===== src/rtl/polar_decode_stage.sv =====
// polar_decode_stage
//   Bit-serial hard-decision inverse butterfly stage with span d = 2**STAGE.
//   Within every 2d-bit group of an N-bit frame:
//     out[i]   = in[i] ^ in[i+d]
//     out[i+d] = in[i+d]
//   Single-path delay-feedback: a d-bit delay line plus an N_LOG2-bit frame
//   counter. Output order equals input order, so stages cascade directly.
//   The last d bits of a frame are still in the delay line once the final
//   input arrives; they are flushed during a d-cycle drain, and readyOut is
//   low for that time.
//
// Parameters
//   N_LOG2 : log2 of the frame length N (must be >= STAGE+1)
//   STAGE  : butterfly span exponent, d = 2**STAGE
//
// Ports
//   clk      : clock, rising edge
//   reset    : asynchronous, active-high reset
//   enb      : clock enable; low freezes all state and outputs
//   dataIn   : serial hard-decision input bit
//   validIn  : dataIn qualifier
//   readyOut : input can be accepted (low while draining)
//   dataOut  : serial decoded bit, registered
//   validOut : dataOut qualifier, registered
//   lastOut  : marks the final output bit of a frame, registered
//
// States
//   ST_RUN   | accepting frame bits; outputs follow accepts
//   ST_DRAIN | flushing the d buffered bits after the last input of a frame

module polar_decode_stage #(
  parameter int N_LOG2 = 10,
  parameter int STAGE  = 8
) (
  input  logic clk,
  input  logic reset,
  input  logic enb,
  input  logic dataIn,
  input  logic validIn,
  output logic readyOut,
  output logic dataOut,
  output logic validOut,
  output logic lastOut
);

  localparam int D = 1 << STAGE;
  localparam int N = 1 << N_LOG2;

  localparam logic [N_LOG2-1:0] COUNT_LAST = N_LOG2'(N - 1);
  localparam logic [N_LOG2-1:0] COUNT_D    = N_LOG2'(D);
  localparam logic [STAGE:0]    DCNT_LAST  = (STAGE + 1)'(D - 1);

  typedef enum logic {
    ST_RUN   = 1'b0,
    ST_DRAIN = 1'b1
  } state_t;

  state_t              state, state_nxt;
  logic [N_LOG2-1:0]   count, count_nxt;
  logic [STAGE:0]      dcnt, dcnt_nxt;
  logic                data_nxt, valid_nxt, last_nxt;

  logic [D-1:0]        dly;
  logic [D-1:0]        dly_shift;
  logic                head;
  logic                push_bit;
  logic                shift_en;
  logic                accept;
  logic                phase;

  assign readyOut = (state == ST_RUN);
  assign accept   = enb & validIn & readyOut;
  assign phase    = count[STAGE];
  assign head     = dly[D-1];

  // While draining, zeros are pushed so the line is clean for the next frame.
  assign push_bit = (state == ST_RUN) ? dataIn : 1'b0;
  assign shift_en = accept | (enb & (state == ST_DRAIN));

  generate
    if (D == 1) begin : g_dly_one
      assign dly_shift = push_bit;
    end else begin : g_dly_many
      assign dly_shift = {dly[D-2:0], push_bit};
    end
  endgenerate

  // Next-state and registered-output logic
  always_comb begin
    state_nxt = state;
    count_nxt = count;
    dcnt_nxt  = dcnt;
    data_nxt  = dataOut;
    valid_nxt = validOut;
    last_nxt  = lastOut;

    if (enb) begin
      case (state)
        ST_RUN: begin
          if (accept) begin
            count_nxt = count + 1'b1;
            // Second half of a group combines with the bit d positions back;
            // first half releases the second half of the previous group as-is.
            data_nxt  = phase ? (head ^ dataIn) : head;
            valid_nxt = (count >= COUNT_D);
            last_nxt  = 1'b0;
            if (count == COUNT_LAST) begin
              state_nxt = ST_DRAIN;
              dcnt_nxt  = '0;
            end
          end else begin
            valid_nxt = 1'b0;
            last_nxt  = 1'b0;
          end
        end

        ST_DRAIN: begin
          data_nxt  = head;
          valid_nxt = 1'b1;
          dcnt_nxt  = dcnt + 1'b1;
          last_nxt  = 1'b0;
          if (dcnt == DCNT_LAST) begin
            last_nxt  = 1'b1;
            state_nxt = ST_RUN;
          end
        end

        default: begin
          state_nxt = ST_RUN;
        end
      endcase
    end
  end

  always_ff @(posedge clk or posedge reset) begin
    if (reset) begin
      state    <= ST_RUN;
      count    <= '0;
      dcnt     <= '0;
      dataOut  <= 1'b0;
      validOut <= 1'b0;
      lastOut  <= 1'b0;
    end else begin
      state    <= state_nxt;
      count    <= count_nxt;
      dcnt     <= dcnt_nxt;
      dataOut  <= data_nxt;
      validOut <= valid_nxt;
      lastOut  <= last_nxt;
    end
  end

  always_ff @(posedge clk or posedge reset) begin
    if (reset) begin
      dly <= '0;
    end else if (shift_en) begin
      dly <= dly_shift;
    end
  end

endmodule


===== config.mk =====
export PLATFORM = sky130hd
export DESIGN_NAME = polar_decode_stage
export DESIGN_NICKNAME = d
export VERILOG_FILES = /design/src/rtl/polar_decode_stage.sv
export SDC_FILE = /design/constraint.sdc
export NUM_CORES = 1
export LEC_CHECK = 0
export CAP_MARGIN = 20
export CORE_MARGIN = 3
export CORE_UTILIZATION = 35
export CTS_BUF_LIST = sky130_fd_sc_hd__clkbuf_16
export DETAILED_ROUTE_END_ITERATION = 10
export PLACE_DENSITY_LB_ADDON = 0.05
export SYNTH_ARGS = -nofsm -noshare
export SYNTH_HDL_FRONTEND = slang
export SYNTH_SLANG_ARGS = --single-unit

===== constraint.sdc =====
create_clock -name clk -period 17.5 [get_ports clk]
set_input_delay 4.375 -clock clk [delete_from_list [all_inputs] [get_ports clk]]
set_output_delay 4.375 -clock clk [all_outputs]
set_load 0.01 [all_outputs]

After elaboration in Yosys (flattened, before gate mapping)
Index checks and enable logic that the tools add are counted.
{"block": "word_totals", "reg_bits": 279, "inputBits": 5, "out_inout_bits": 4, "elab_cells": 38}
{"block": "classes", "add_sub_neg": 2, "order_cmp": 1, "n_eq_ne": 4, "muxes": 15, "bitwise_logic": 6, "reduce_logical": 3}
{"operator": "$mux 9", "n": 2}
{"operator": "$pmux 9 s2", "n": 1}
{"operator": "$add 10x1->10 const B", "n": 1}
{"operator": "$eq 10x10->1 const B", "n": 1}
{"operator": "$ge 10x9->1 const B", "n": 1}
{"operator": "$add 9x1->9 const B", "n": 1}
{"operator": "$eq 9x8->1 const B", "n": 1}
{"operator": "$mux 1", "n": 8}
{"operator": "$pmux 1 s2", "n": 4}
{"operator": "$reduce_and 3->1", "n": 2}
{"operator": "$ne 2x1->1 const B", "n": 2}
{"operator": "$and 1x1->1", "n": 3}
{"operator": "$reduce_and 2->1", "n": 1}
{"operator": "$not 1->1", "n": 1}
{"operator": "$or 1x1->1", "n": 1}
{"operator": "$xor 1x1->1", "n": 1}

Longest topological paths before layout
Gate-level depths: netlist (run 1).
{"block": "logic_depth", "ltp_word": 4, "mapped_depth": 8, "ltp_nobuf": 8}

Worst setup path before layout (run 1)
OpenSTA, ideal clock, no wires.
{"block": "synth_timing", "path_type": "input port to flip-flop", "from": "input port validIn", "to": "register dly[74]", "setup_time_ps": 128, "arrival_ps": 5274, "required_time_ps": 17372, "path_slack_ps": 12099, "cell_stages": 4, "path_buffers": 2, "cell_sequence": "o21ai_2 buf_2 buf_4 mux2_1"}
{"block": "synth_via", "elab_chain_cells": 3}
{"item": "from (decl)", "line_no": "39", "source": "input logic validIn,"}
{"item": "$and 1x1->1 (2 in a row)", "line_no": "72", "source": "assign accept = enb & validIn & readyOut;"}
{"item": "$or 1x1->1", "line_no": "78", "source": "assign shift_en = accept | (enb & (state == ST_DRAIN));"}
{"item": "to (signal assigned)", "line_no": "157", "source": "dly <= dly_shift;"}
{"item": "to (decl)", "line_no": "63", "source": "logic [D-1:0] dly;"}
Every way passes these cells.
A chain may end at the register's enable or synchronous reset.

Worst setup path in the final report (run 1)
{"block": "layout_timing", "from": "input port enb", "to": "register dly[54]"}
{"block": "layout_via", "elab_chain_cells": 3, "word_cells_on_any_way": 4, "classes_between": "bitwise (4)"}
{"item": "from (decl)", "line_no": "37", "source": "input logic enb,"}
{"item": "$and 1x1->1 (2 in a row)", "line_no": "72"}
{"item": "$or 1x1->1 *", "line_no": "78"}
Every way passes the cells marked *; elsewhere a longest branch is shown, timed or not.

==> results_dict.tcl, run 1 <==
set metrics [dict create \
    global_route.overflow_total 0 \
    fp.dieW_um 180 \
    timing.hold.worst_endpoint "dly[218]$_DFFE_PP0P_" \
    outcome "finished, final reports clean" \
    grt_pass1_vias 5527 \
    endpoint_of_the_lowest_slack_register_to_register_path "dly[54]$_DFFE_PP0P_" \
    clockBufferDepth 3 \
    synth_async_sr_flop_share 1.00 \
    finalWeightedCongestion 0.644 \
    floorplan.die.height_um 180 \
    root_buffer "clkbuf_16" \
    cp_slowest_cell "buf_4" \
    worstSetupEndpointType "register" \
    layout-drive-gt1-share 0.289 \
    tritoncts.num_buffers 34 \
    final_area_sq_um 12100 \
    synth_largest_area_cell "dfrtp_1" \
    synth_top_area_share 0.657 \
    die-area_sq_um 32500 \
    syn_avg_cell_area_sq_um 16.4 \
    drv_cap 0 \
    htreeDepth 2 \
    ff2ff_path_depth 4 \
    pin_slew_with_the_least_headroom_to_its_limit_ps 1060 \
    hp-class "reg -> reg" \
    report.final.hold_viol_count 0 \
    core_sq_um 29800 \
    cts_tree "yes" \
    boundaryPins 9 \
    start_util 0.357 \
    ys_ff_latch 279 \
    syn-instance-count 648 \
    rr_startpoint "state$_DFFE_PP0P_" \
    crit_path_max_incr_delay_ps 860 \
    area_growth_syn_to_layout_pct 13.5 \
    multi_input_gate_area_in_the_final_layout_sq_um 3420 \
    worstPathArrival_ps 7430 \
    yosysMostFrequentCell "dfrtp_1" \
    drt_iter0_markers 189 \
    dp_hpwl_um 7550 \
    yosysWarnings 0 \
    cts.reportedPaths.clkPinSlew_ps 50 \
    grt_util_all_layers 0.0924 \
    hold_start "dly[217]$_DFFE_PP0P_" \
    route.final.wire_length_um 14400 \
    drt_pass1_iterations 4 \
    largest_net_degree_at_the_start_of_global_routing 185 \
    final-setup-viol-count 0 \
    antenna_found_initial 0 \
    slew_violations 0 \
    timing.critical_path.cells "clkdlybuf4s50_1 > o21ai_4 > buf_12 > buf_4 > mux2_2" \
    rsz0062_at_grt "no" \
    count_of_unique_library_cells_instantiated_by_yosys 35 \
    synth-seq-area-share 0.657 \
    num_antenna_cells 0 \
    top_post_synthesis_cells_by_count "279 x dfrtp_1, 146 x mux2_2, 110 x mux2_1" \
    post_dp_cell_area_sq_um 11000 \
    rows 63 \
    hold_depth 1 \
    timing.final.crit_share 0.404 \
    syn_nets 656 \
    drc 0 \
    worst_setup_path_startpoint "enb" \
    achievable-frequency_ghz 0.141 \
    postRouteAntennaNets 0 \
    ff2ff_setup_slack_ps 14490 \
    postCtsResizedCells 0 \
    cts_hold_repair.buffers 0 \
    wl_per_cell_um 13.3 \
    pwr_density_cell_nw_per_um2 113 \
    cts_post_setup_buffers_inserted 0 \
    final_period_minus_worst_setup_slack_ps 7070 \
    number_of_enable_flip_flop_cells_after_synthesis 0 \
    slew_headroom 0.294 \
    critPathKind "in -> reg" \
    routed-via-count 4959 \
    port_buffer_count 8 \
    clock-skew-final_ps 10.4 \
    cts.sink_count 279 \
    max-vdd-ir-drop_uv 53.8 \
    cell_types_with_the_largest_area_share_after_synthesis "dfrtp_1 66%, mux2_2 15%, mux2_1 12%" \
    totalNegativeSetupSlack_ps 0 \
    cp_max_fo 184 \
    grt_pass1_wl_um 25900 \
    critPathRequiredTime_ps 17870 \
    final_nets 674 \
    cp.buffers_inverters 3 \
    p_leak_uw 0.00622 \
    fill_cells 2707 \
    seqCellArea_sq_um 6980 \
    clk_latency_ps 490 \
    netlist_area_sq_um 10600 \
    critical_path.startpoint_type "input pin" \
    vias_per_cell 4.61 \
    ys_dominant_reg_cell "dfrtp_1" \
    critical-path-top-delay-family "buffers and inverters" \
    postLayoutCoreUtil 0.405 \
]
worst max path at each step:
stage               slack [ps]  cells past startpoint              endpoint
global route             10270                      5   dly[49]$_DFFE_PP0P_
detailed placement        9960                      5   dly[64]$_DFFE_PP0P_
finish                   10430                      5   dly[54]$_DFFE_PP0P_
CTS                      10500                      5   dly[50]$_DFFE_PP0P_
global placement         10030                      5  dly[190]$_DFFE_PP0P_
floorplan                 5430                      1  count[0]$_DFFE_PP0P_
cell usage in the layout, fill, tap and decap left out, types with 4 or more instances in the layout:
cell type	n
xor2_1	4
clkbuf_16	37
inv_1	15
mux2_2	146
o2bb2ai_1	4
dfrtp_1	279
nor2_1	7
clkinv_1	6
mux2_1	110
nand2_1	15
o21ai_0	4
nand3_1	4
xnor2_1	5
clkdlybuf4s50_1	8
mux2i_1	4
layout make-up:
cell class	instances	area share
inverters	5	0.00218
repair buffers	13	0.0124
multi-input cells	333	0.284
clock inverters	19	0.00643
clock buffers	37	0.0767
well taps	390	0.0404
flip-flops and latches	279	0.578
registers in the layout (all words and copies together), names as in the netlist:
| register | flops |
|---|---|
| dly | 256 |
| count | 10 |
| dcnt | 9 |
| dataOut | 1 |
| lastOut | 1 |
| state | 1 |
| validOut | 1 |
layer usage:
layer  vias up  GRT usage  part of all wire
met3        38     0.0232             0.037
met2        46      0.151              0.45
met1      2550      0.117              0.48
met4         0     0.0399             0.029
li1       2325          -                 -
met5         -          0                 0
report_power, final:
part / switching, uW / leakage [uW] / total [uW] / internal (uW)
combinational: 32.7 / 0.00183 / 59.0 / 26.3
sequential: 14.8 / 0.00386 / 683 / 669
clock: 244 / 0.000536 / 620 / 375
logic make-up (layout without fill, tap and decap cells):
kind of cell / after synthesis / in the layout / share of synthesized area
AOI/OAI and AO/OA: 19 / 19 / 0.0133
xor gates and xnor gates: 10 / 10 / 0.00894
adders and majority gates: 3 / 3 / 0.00353
buffers and inverters: 36 / 74 / 0.0222
DFF: 279 / 279 / 0.657
muxes: 260 / 260 / 0.275
and+or+nand+nor: 41 / 41 / 0.0206
per-stage QoR:
stage                     total power (uW)  cells  hold WS [ps]  setup slack, ps
after floorplan                        741    648           452             5430
after global placement                 752   1019           462            10030
after detailed placement               756   1019           471             9960
after CTS                             1400   1075           471            10500
after global routing                  1430   1076           492            10270
final                                 1360   1076           467            10430
(Power assumes the default switching activity.)
==> inputs of run 2 (changes only) <==
==> constraint.sdc (replaced) <==
create_clock -name clk -period 5.8 [get_ports clk]
set_input_delay 1.45 -clock clk [delete_from_list [all_inputs] [get_ports clk]]
set_output_delay 1.45 -clock clk [all_outputs]
set_load 0.01 [all_outputs]
==> results_dict.tcl, run 2 (synthesis results as in run 1) <==
set metrics [dict create \
    global_route.overflow_total 0 \
    pin_slew_with_the_least_headroom_to_its_limit_ps 988 \
    finalWeightedCongestion 0.640 \
    area_growth_syn_to_layout_pct 12.3 \
    drt_iter0_markers 266 \
    slew_headroom 0.341 \
    drc 0 \
    outcome "finished, final reports clean" \
    core_sq_um 29800 \
    routed-via-count 5008 \
    mostFrequentLayoutCells "279 x dfrtp_1, 146 x mux2_2, 110 x mux2_1, 31 x clkbuf_16, 15 x nand2_1" \
    cts_hold_repair.buffers 0 \
    critical_path.startpoint_type "input pin" \
    htreeDepth 1 \
    worst_setup_path_startpoint "enb" \
    clockBufferDepth 3 \
    cp_max_fo 184 \
    max-vdd-ir-drop_uv 252 \
    die-area_sq_um 32500 \
    worstSetupEndpointType "register" \
    postLayoutCoreUtil 0.401 \
    route.final.wire_length_um 14100 \
    final_nets 672 \
    rr_startpoint "state$_DFFE_PP0P_" \
    clock-skew-final_ps 15.5 \
    largest_register_ff_count 256 \
    critPathKind "in -> reg" \
    port_buffer_count 8 \
    report.final.hold_viol_count 0 \
    multi_input_gate_area_in_the_final_layout_sq_um 3420 \
    postRouteAntennaNets 0 \
    timing.final.crit_share 0.614 \
    cts_tree "yes" \
    vias_per_cell 4.66 \
    wl_per_cell_um 13.1 \
    tritoncts.num_buffers 31 \
    cts_post_setup_buffers_inserted 0 \
    cp_slowest_cell "clkdlybuf4s50_1" \
    p_leak_uw 0.00614 \
    start_util 0.357 \
    worstPathArrival_ps 3980 \
    totalNegativeSetupSlack_ps 0 \
    postCtsResizedCells 0 \
    most_common_cell_after_layout_fill_and_taps_aside "dfrtp_1" \
    timing.critical_path.cells "clkdlybuf4s50_1 > o21ai_4 > buf_12 > mux2_2" \
    critPathRequiredTime_ps 6210 \
    crit_end "dly[122]$_DFFE_PP0P_" \
    dp_hpwl_um 7520 \
    grt_pass1_wl_um 25700 \
    floorplan.die.height_um 180 \
    seqCellArea_sq_um 6980 \
    top_register "dly" \
    drt_pass1_iterations 4 \
    grt_pass1_vias 5442 \
    num_antenna_cells 0 \
    antenna_found_initial 0 \
    fp.dieW_um 180 \
    final_period_minus_worst_setup_slack_ps 3560 \
    cts.reportedPaths.clkPinSlew_ps 60 \
    final-setup-viol-count 0 \
    largest_net_degree_at_the_start_of_global_routing 185 \
    fill_cells 2759 \
    cts.sink_count 279 \
    ff2ff_path_depth 3 \
    rsz0062_at_grt "no" \
    grt_util_all_layers 0.0897 \
    crit_path_max_incr_delay_ps 730 \
    root_buffer "clkbuf_16" \
    clk_latency_ps 540 \
    slew_violations 0 \
    endpoint_of_the_lowest_slack_register_to_register_path "dly[122]$_DFFE_PP0P_" \
    layout-drive-gt1-share 0.285 \
    pwr_density_cell_nw_per_um2 328 \
    boundaryPins 9 \
    hp-class "reg -> reg" \
    reg_top3 "dly: 256 flops, count: 10 flops, dcnt: 9 flops" \
    achievable-frequency_ghz 0.281 \
    drv_cap 0 \
    hold_depth 1 \
    ff2ff_setup_slack_ps 3110 \
    rows 63 \
]
[run 2: layer usage]
metal  global-route usage  up-vias  wire length, um
li1                     -     2321                -
met1                0.117     2611             6630
met2                0.146       47             6450
met3               0.0224       29              537
met4               0.0310        0              439
met5                    0        -                0
[run 2: worst min-delay path by stage]
stage / from / to
after floorplan: dly[134]$_DFFE_PP0P_ / dly[135]$_DFFE_PP0P_
after global placement: dly[134]$_DFFE_PP0P_ / dly[135]$_DFFE_PP0P_
after global routing: dly[103]$_DFFE_PP0P_ / dly[103]$_DFFE_PP0P_
final: dly[232]$_DFFE_PP0P_ / dly[233]$_DFFE_PP0P_
after CTS: dly[165]$_DFFE_PP0P_ / dly[166]$_DFFE_PP0P_
after detailed placement: dly[5]$_DFFE_PP0P_ / dly[6]$_DFFE_PP0P_
[run 2: report_power, final]
part           internal, uW  switching, uW  total [uW]
Clock                   951            722        1670
Sequential             2020           44.5        2060
Combinational          80.5           98.3         179
[run 2: area by class of cell]
class	count	area share
flip-flops and latches	279	0.585
repair buffers	14	0.0136
inverters	5	0.00189
clock inverters	22	0.00754
well taps	390	0.0409
multi-input cells	333	0.287
clock buffers	31	0.0649
[run 2: per-stage QoR]
step | instances | hold WS (ps) | setup WS (ps) | power [uW] | area (sq um)
2_1_floorplan | 648 | 452 | 657 | 2240 | 10600
3_3_place_gp | 1021 | 464 | 1720 | 2270 | 11100
3_5_place_dp | 1021 | 468 | 1690 | 2280 | 11100
4_1_cts | 1074 | 480 | 2280 | 4010 | 11900
5_1_grt | 1074 | 497 | 2110 | 4110 | 11900
6_report | 1074 | 475 | 2240 | 3910 | 11900
[run 2: worst max-delay path, delay by kind of cell]
kind                   cells  cell delay, ps
buffers and inverters      2            1400
AOI/OAI and AO/OA          1             490
muxes                      1             420
